<file path="config.mk">
export PLATFORM = sky130hd
export DESIGN_NAME = piradip_axis_packetizer
export DESIGN_NICKNAME = d
export VERILOG_FILES = /design/src/rtl/piradip_axis_packetizer.sv
export SDC_FILE = /design/constraint.sdc
export NUM_CORES = 1
export LEC_CHECK = 0
export BUFFER_PORTS_ARGS = -buffer_cell sky130_fd_sc_hd__buf_2
export CORE_MARGIN = 1.5
export CORE_UTILIZATION = 45
export DETAILED_ROUTE_END_ITERATION = 8
export HOLD_SLACK_MARGIN = 0.15
export PLACE_DENSITY = 0.67
export SYNTH_ARGS = -nofsm -noshare
export SYNTH_HDL_FRONTEND = slang
export SYNTH_SLANG_ARGS = --single-unit
</file>
<file path="constraint.sdc">
create_clock -name clk -period 10.3 [get_ports clk]
set_input_delay 0.515 -clock clk [delete_from_list [all_inputs] [get_ports clk]]
set_output_delay 0.515 -clock clk [all_outputs]
set_load 0.01 [all_outputs]
</file>
<file path="src/rtl/piradip_axis_packetizer.sv">
// Packetizer: frames an unframed AXI-Stream into pkt_len-beat AXI4-Stream packets
// (tlast/tid/tdest/tkeep/tstrb) through a 2-entry registered skid buffer.
module piradip_axis_packetizer #(
    parameter int WIDTH      = 32,
    parameter int LEN_BITS   = 16,
    parameter int ID_WIDTH   = 1,
    parameter int DEST_WIDTH = 1
) (
    input  logic                  clk,
    input  logic                  resetn,
    input  logic                  enable,
    input  logic [LEN_BITS-1:0]   pkt_len,
    input  logic                  flush,
    input  logic [ID_WIDTH-1:0]   id_in,
    input  logic [DEST_WIDTH-1:0] dest_in,
    input  logic                  s_tvalid,
    output logic                  s_tready,
    input  logic [WIDTH-1:0]      s_tdata,
    output logic                  m_tvalid,
    input  logic                  m_tready,
    output logic [WIDTH-1:0]      m_tdata,
    output logic                  m_tlast,
    output logic [WIDTH/8-1:0]    m_tkeep,
    output logic [WIDTH/8-1:0]    m_tstrb,
    output logic [ID_WIDTH-1:0]   m_tid,
    output logic [DEST_WIDTH-1:0] m_tdest,
    output logic [31:0]           pkt_count,
    output logic                  busy
);

    typedef enum logic {IDLE, IN_PKT} state_t;

    state_t                state, state_next;
    logic [LEN_BITS-1:0]   len_r, len_next, idx, idx_next;
    logic [LEN_BITS-1:0]   cur_len, cur_idx;
    logic [ID_WIDTH-1:0]   id_r, id_next, beat_id;
    logic [DEST_WIDTH-1:0] dest_r, dest_next, beat_dest;
    logic                  flag_r, flag_next, beat_last;
    logic                  accept, pop, space_r;
    logic [1:0]            count, count_next;

    logic [WIDTH-1:0]      skid_data;
    logic                  skid_last;
    logic [ID_WIDTH-1:0]   skid_id;
    logic [DEST_WIDTH-1:0] skid_dest;

    // space_r tracks "fewer than two entries held", so the m_tready -> s_tready path is registered
    assign s_tready = space_r & (enable | (state == IN_PKT));
    assign accept   = s_tvalid & s_tready;
    assign m_tvalid = (count != 2'd0);
    assign pop      = m_tvalid & m_tready;
    assign m_tkeep  = '1;
    assign m_tstrb  = '1;
    assign busy     = (state == IN_PKT) | (count != 2'd0);

    always_comb begin
        state_next = state;
        len_next   = len_r;
        idx_next   = idx;
        id_next    = id_r;
        dest_next  = dest_r;
        flag_next  = flag_r | flush;
        cur_len    = len_r;
        cur_idx    = idx;
        beat_id    = id_r;
        beat_dest  = dest_r;
        beat_last  = 1'b0;
        if (state == IDLE) begin
            cur_len   = (pkt_len == '0) ? LEN_BITS'(1) : pkt_len;
            cur_idx   = '0;
            beat_id   = id_in;
            beat_dest = dest_in;
        end
        beat_last = flag_r | flush | (cur_idx == cur_len - LEN_BITS'(1));
        if (accept) begin
            len_next  = cur_len;
            id_next   = beat_id;
            dest_next = beat_dest;
            flag_next = 1'b0;
            if (beat_last) begin
                state_next = IDLE;
                idx_next   = '0;
            end else begin
                state_next = IN_PKT;
                idx_next   = cur_idx + LEN_BITS'(1);
            end
        end
    end

    always_ff @(posedge clk or negedge resetn) begin
        if (!resetn) begin
            state  <= IDLE;
            len_r  <= '0;
            idx    <= '0;
            id_r   <= '0;
            dest_r <= '0;
            flag_r <= 1'b0;
        end else begin
            state  <= state_next;
            len_r  <= len_next;
            idx    <= idx_next;
            id_r   <= id_next;
            dest_r <= dest_next;
            flag_r <= flag_next;
        end
    end

    always_comb begin
        count_next = count;
        case ({accept, pop})
            2'b10:   count_next = count + 2'd1;
            2'b01:   count_next = count - 2'd1;
            default: count_next = count;
        endcase
    end

    // Output registers are the head entry; the skid entry only fills when the head is stalled
    always_ff @(posedge clk or negedge resetn) begin
        if (!resetn) begin
            count     <= '0;
            space_r   <= 1'b0;
            pkt_count <= '0;
            m_tdata   <= '0;
            m_tlast   <= 1'b0;
            m_tid     <= '0;
            m_tdest   <= '0;
            skid_data <= '0;
            skid_last <= 1'b0;
            skid_id   <= '0;
            skid_dest <= '0;
        end else begin
            count   <= count_next;
            space_r <= (count_next != 2'd2);
            if (pop && m_tlast) begin
                pkt_count <= pkt_count + 32'd1;
            end
            if (accept && (count == 2'd0 || pop)) begin
                m_tdata <= s_tdata;
                m_tlast <= beat_last;
                m_tid   <= beat_id;
                m_tdest <= beat_dest;
            end else if (accept) begin
                skid_data <= s_tdata;
                skid_last <= beat_last;
                skid_id   <= beat_id;
                skid_dest <= beat_dest;
            end else if (pop && count == 2'd2) begin
                m_tdata <= skid_data;
                m_tlast <= skid_last;
                m_tid   <= skid_id;
                m_tdest <= skid_dest;
            end
        end
    end

endmodule

</file>
==> impl_metrics.py <==
metrics = {
    "finish": {
        "drive_above_1_share": 0.290,
        "synthToLayoutAreaGrowth_pct": 18.4,
        "finalInstanceArea_sq_mm": 0.00864,
        "final_util": 0.544,
        "post_layout_nonfiller_instances": 1030,
        "nets": 860,
    },
    "placement": {
        "place.gp.congestion": 0.881,
        "port_buffers": 125,
        "dpl_worst_slack_ns": 6.19,
        "dp.cells": 996,
        "place.detailed.hpwl_microns": 12000,
        "dpl_cell_area_sq_mm": 0.00804,
    },
    "synth": {
        "synth_xor_xnor_area_share": 0.0612,
        "synth_seq_area_share": 0.484,
        "synth-simple-area-share": 0.161,
        "synth_top_family_by_area": "simple AND/OR/NAND/NOR gates",
        "yosys_warnings": 0,
        "ys_seq_elements": 141,
        "syn_inst": 686,
        "synth_fa_ha_area_frac": 0.00686,
        "syn-cell-area_sq_mm": 0.00730,
        "syn_avg_cell_area_sq_um": 10.6,
        "synth_mux_area_frac": 0.135,
        "synth_compound_area_frac": 0.114,
        "synthArstFlopShare": 1.00,
        "synth_cell_types": 70,
        "synth_ff_type": "dfrtp_1",
        "synth_edf_count": 0,
    },
    "critical_path": {
        "ff2ff_path_depth": 11,
        "r2r-end": "idx[3]",
        "crit_type": "reg2reg",
        "crit_end": "idx[3]",
        "arrival_ns": 4.38,
        "endpoint_kind": "flip-flop",
        "startpoint": "state",
        "r2r_start": "state",
        "critPathMaxFanout": 63,
        "cp-start-kind": "flip-flop",
        "cp.required_ns": 10.63,
        "r2r_slack_ns": 6.25,
    },
    "floorplanning": {
        "die_w_microns": 130,
        "start_util": 0.459,
        "io_pins": 134,
        "rows": 46,
        "die_area_sq_mm": 0.0170,
        "die_y_microns": 130,
        "core_sq_mm": 0.0159,
    },
    "clock_network": {
        "cts.clk_slew.worst_paths_ns": 0.06,
        "cts_resized": 0,
        "tritoncts": "built",
        "cts_made_buffers": 17,
        "hold_buffers": 1,
        "post_cts_buffers": 0,
        "insertion_delay_ns": 0.42,
        "cts_root_buffer": "clkbuf_16",
        "cts.sinks": 141,
        "htree_levels": 4,
        "clock_path_buffers": 2,
    },
    "power_and_ir_drop": {
        "p_int_mw": 1.45,
        "p_leak_nw": 3.94,
        "power.share.switching": 0.348,
        "power_frac_clock": 0.271,
        "power_mw": 2.23,
        "seq_power_share": 0.401,
        "ir_drop_v": 0.000157,
        "combPwrFrac": 0.327,
        "power.switching_mw": 0.775,
        "p_per_area_mw_per_mm2": 258,
    },
    "timing": {
        "setup_ws_ns": 6.25,
        "relSlewSlack": 0.360,
        "skew_ns": 0.0100,
        "tightestPinTransition_ns": 0.959,
        "fin_crit_sh": 0.394,
        "fmax_ghz": 0.247,
        "rsz0062_at_grt": "no",
        "hold_slack_ns": 0.306,
        "setup_viol": 0,
        "fin_crit_ns": 4.05,
        "hold_viol_final": 0,
        "tns_ns": 0,
        "finalMaxSlewViolations": 0,
    },
    "grt": {
        "overflow": 0,
        "antenna_found_initial": 0,
        "grt_usage": 0.210,
        "grt_pass1_vias": 5632,
        "grt_max_degree": 77,
        "grt_pass1_wl_microns": 27800,
    },
    "drt": {
        "vias": 5618,
        "dr.pass1.iters": 5,
        "ant_nets": 0,
        "drt_iter0_drc": 281,
        "drc": 0,
        "viasPerCell": 5.45,
        "wl_microns": 17400,
        "wl_per_cell_microns": 16.9,
    },
    "job": {
        "maxCapViolations": 0,
    },
    "outcome": {
        "run_status": "finished clean",
    },
    "worst_hold_path": {
        "min_path_type": "in2reg",
    },
}
## worst min path at each step
stage	to	start	slack, ns	cells after the start
2_1_floorplan	count[0]	resetn	0.22	0
3_3_place_gp	pkt_count[31]	pkt_count[31]	0.45	1
4_1_cts	m_tdata[3]	s_tdata[3]	0.29	3
5_1_grt	m_tdata[23]	s_tdata[23]	0.31	3
6_report	m_tdata[3]	s_tdata[3]	0.31	3
3_5_place_dp	pkt_count[31]	pkt_count[31]	0.46	1
## placed cells by master (no fill, tap or decap), types with 3 or more instances in the layout
master,netlist,routed
a21oi_1,20,20
a31oi_1,6,6
a32oi_1,3,3
a41oi_1,3,3
and2_1,6,6
and3_1,12,12
and4_1,5,5
buf_2,6,124
buf_4,9,5
clkbuf_16,0,17
clkinvlp_4,0,3
conb_1,1,8
dfrtp_1,141,140
ha_1,4,4
inv_1,11,11
inv_6,0,3
mux2_2,50,50
mux2i_1,42,42
nand2_1,67,67
nand2b_1,5,5
nand3_1,14,14
nand4_1,13,13
nor2_1,47,46
nor3_1,20,19
nor3b_1,6,6
nor4_1,7,7
o21ai_0,41,41
o21ai_1,6,6
o21bai_1,3,3
o22ai_1,4,4
o31ai_2,4,4
or2_2,4,4
or3_1,4,4
or4b_1,3,3
xnor2_1,35,35
xor2_1,16,16
## cell families after synthesis
| family | after synthesis |
|---|---|
| AO/OA/AOI/OAI | 117 |
| XOR/XNOR | 51 |
| adder cells (fa/ha/maj) | 4 |
| buffers and inverters | 54 |
| flip-flops | 141 |
| multiplexers | 92 |
| other | 1 |
| AND/OR/NAND/NOR | 226 |
## layer usage
metal | track usage | share of wire | wire length [microns] | up-vias
li1 | - | - | - | 2677
met1 | 0.263 | 0.42 | 7400 | 2756
met2 | 0.341 | 0.49 | 8600 | 166
met3 | 0.0681 | 0.068 | 1180 | 19
met4 | 0.0737 | 0.014 | 246 | 0
met5 | 0 | 0 | 0 | -
## cell usage after synthesis (all sizes together) (2+ instances only)
| cell type | n | share of area |
|---|---|---|
| o2111a | 2 | 0.0031 |
| and4 | 5 | 0.0060 |
| a211oi | 2 | 0.0021 |
| or4b | 4 | 0.0055 |
| nand4 | 14 | 0.014 |
| a21o | 2 | 0.0021 |
| clkbuf | 19 | 0.0098 |
| a41oi | 3 | 0.0036 |
| nor3 | 20 | 0.014 |
| o31ai | 5 | 0.0079 |
| mux2 | 50 | 0.077 |
| o21bai | 3 | 0.0031 |
| inv | 11 | 0.0057 |
| dfrtp | 141 | 0.48 |
| a21oi | 20 | 0.014 |
| mux2i | 42 | 0.058 |
| nand3 | 15 | 0.011 |
| nand2b | 5 | 0.0043 |
| nor3b | 7 | 0.0079 |
| buf | 24 | 0.022 |
| and2 | 6 | 0.0051 |
| a22oi | 3 | 0.0057 |
| and3 | 12 | 0.010 |
| a32oi | 5 | 0.0081 |
| xor2 | 16 | 0.019 |
| o22ai | 4 | 0.0034 |
| o21ai | 47 | 0.032 |
| nor2 | 48 | 0.025 |
| or3 | 6 | 0.0065 |
| nand2 | 67 | 0.034 |
| ha | 4 | 0.0069 |
| nor4 | 7 | 0.0060 |
| a31oi | 6 | 0.0051 |
| or2 | 4 | 0.0034 |
| a2111oi | 3 | 0.0087 |
| xnor2 | 35 | 0.042 |
## power groups by stage
| stage | registers, mW | clock network, mW | logic (mW) |
|---|---|---|---|
| 3_5_place_dp | 0.900 | 0 | 0.732 |
| 2_1_floorplan | 0.905 | 0 | 0.493 |
| 5_1_grt | 0.918 | 0.639 | 0.808 |
| 3_3_place_gp | 0.886 | 0 | 0.715 |
| 6_report | 0.893 | 0.604 | 0.729 |
| 4_1_cts | 0.893 | 0.618 | 0.737 |
## registers in the layout (all words and copies together), names as in the netlist
name and cells:
count 2, dest_r 1, flag_r 1, id_r 1, idx 16, len_r 16
m_tdata 32, m_tdest 1, m_tid 1, m_tlast 1, pkt_count 32, skid_data 32
skid_dest 1, skid_id 1, skid_last 1, space_r 1, state 1
## worst max-delay path: stages, from the launching register on
cell	delay, ns
dfrtp_2	0.35
buf_4	0.51
mux2i_1	0.34
ha_1	0.30
nor4b_2	0.29
a22oi_2	0.15
or3_4	0.41
or4b_1	0.53
o2111a_1	0.20
nand4_4	0.25
nand3_2	0.29
o31ai_1	0.33
## cell type report
| class | count | area [sq um] |
|---|---|---|
| Fill cell | 1417 | 7250 |
| Multi-Input combinational cell | 498 | 3530 |
| Sequential cell | 141 | 3530 |
| Timing Repair Buffer | 131 | 679 |
| Clock buffer | 20 | 447 |
| Tap cell | 216 | 270 |
| Clock inverter | 12 | 136 |
| Inverter | 11 | 41.3 |
| Antenna cell | 1 | 2.50 |
Power figures use the tool's default switching activity.
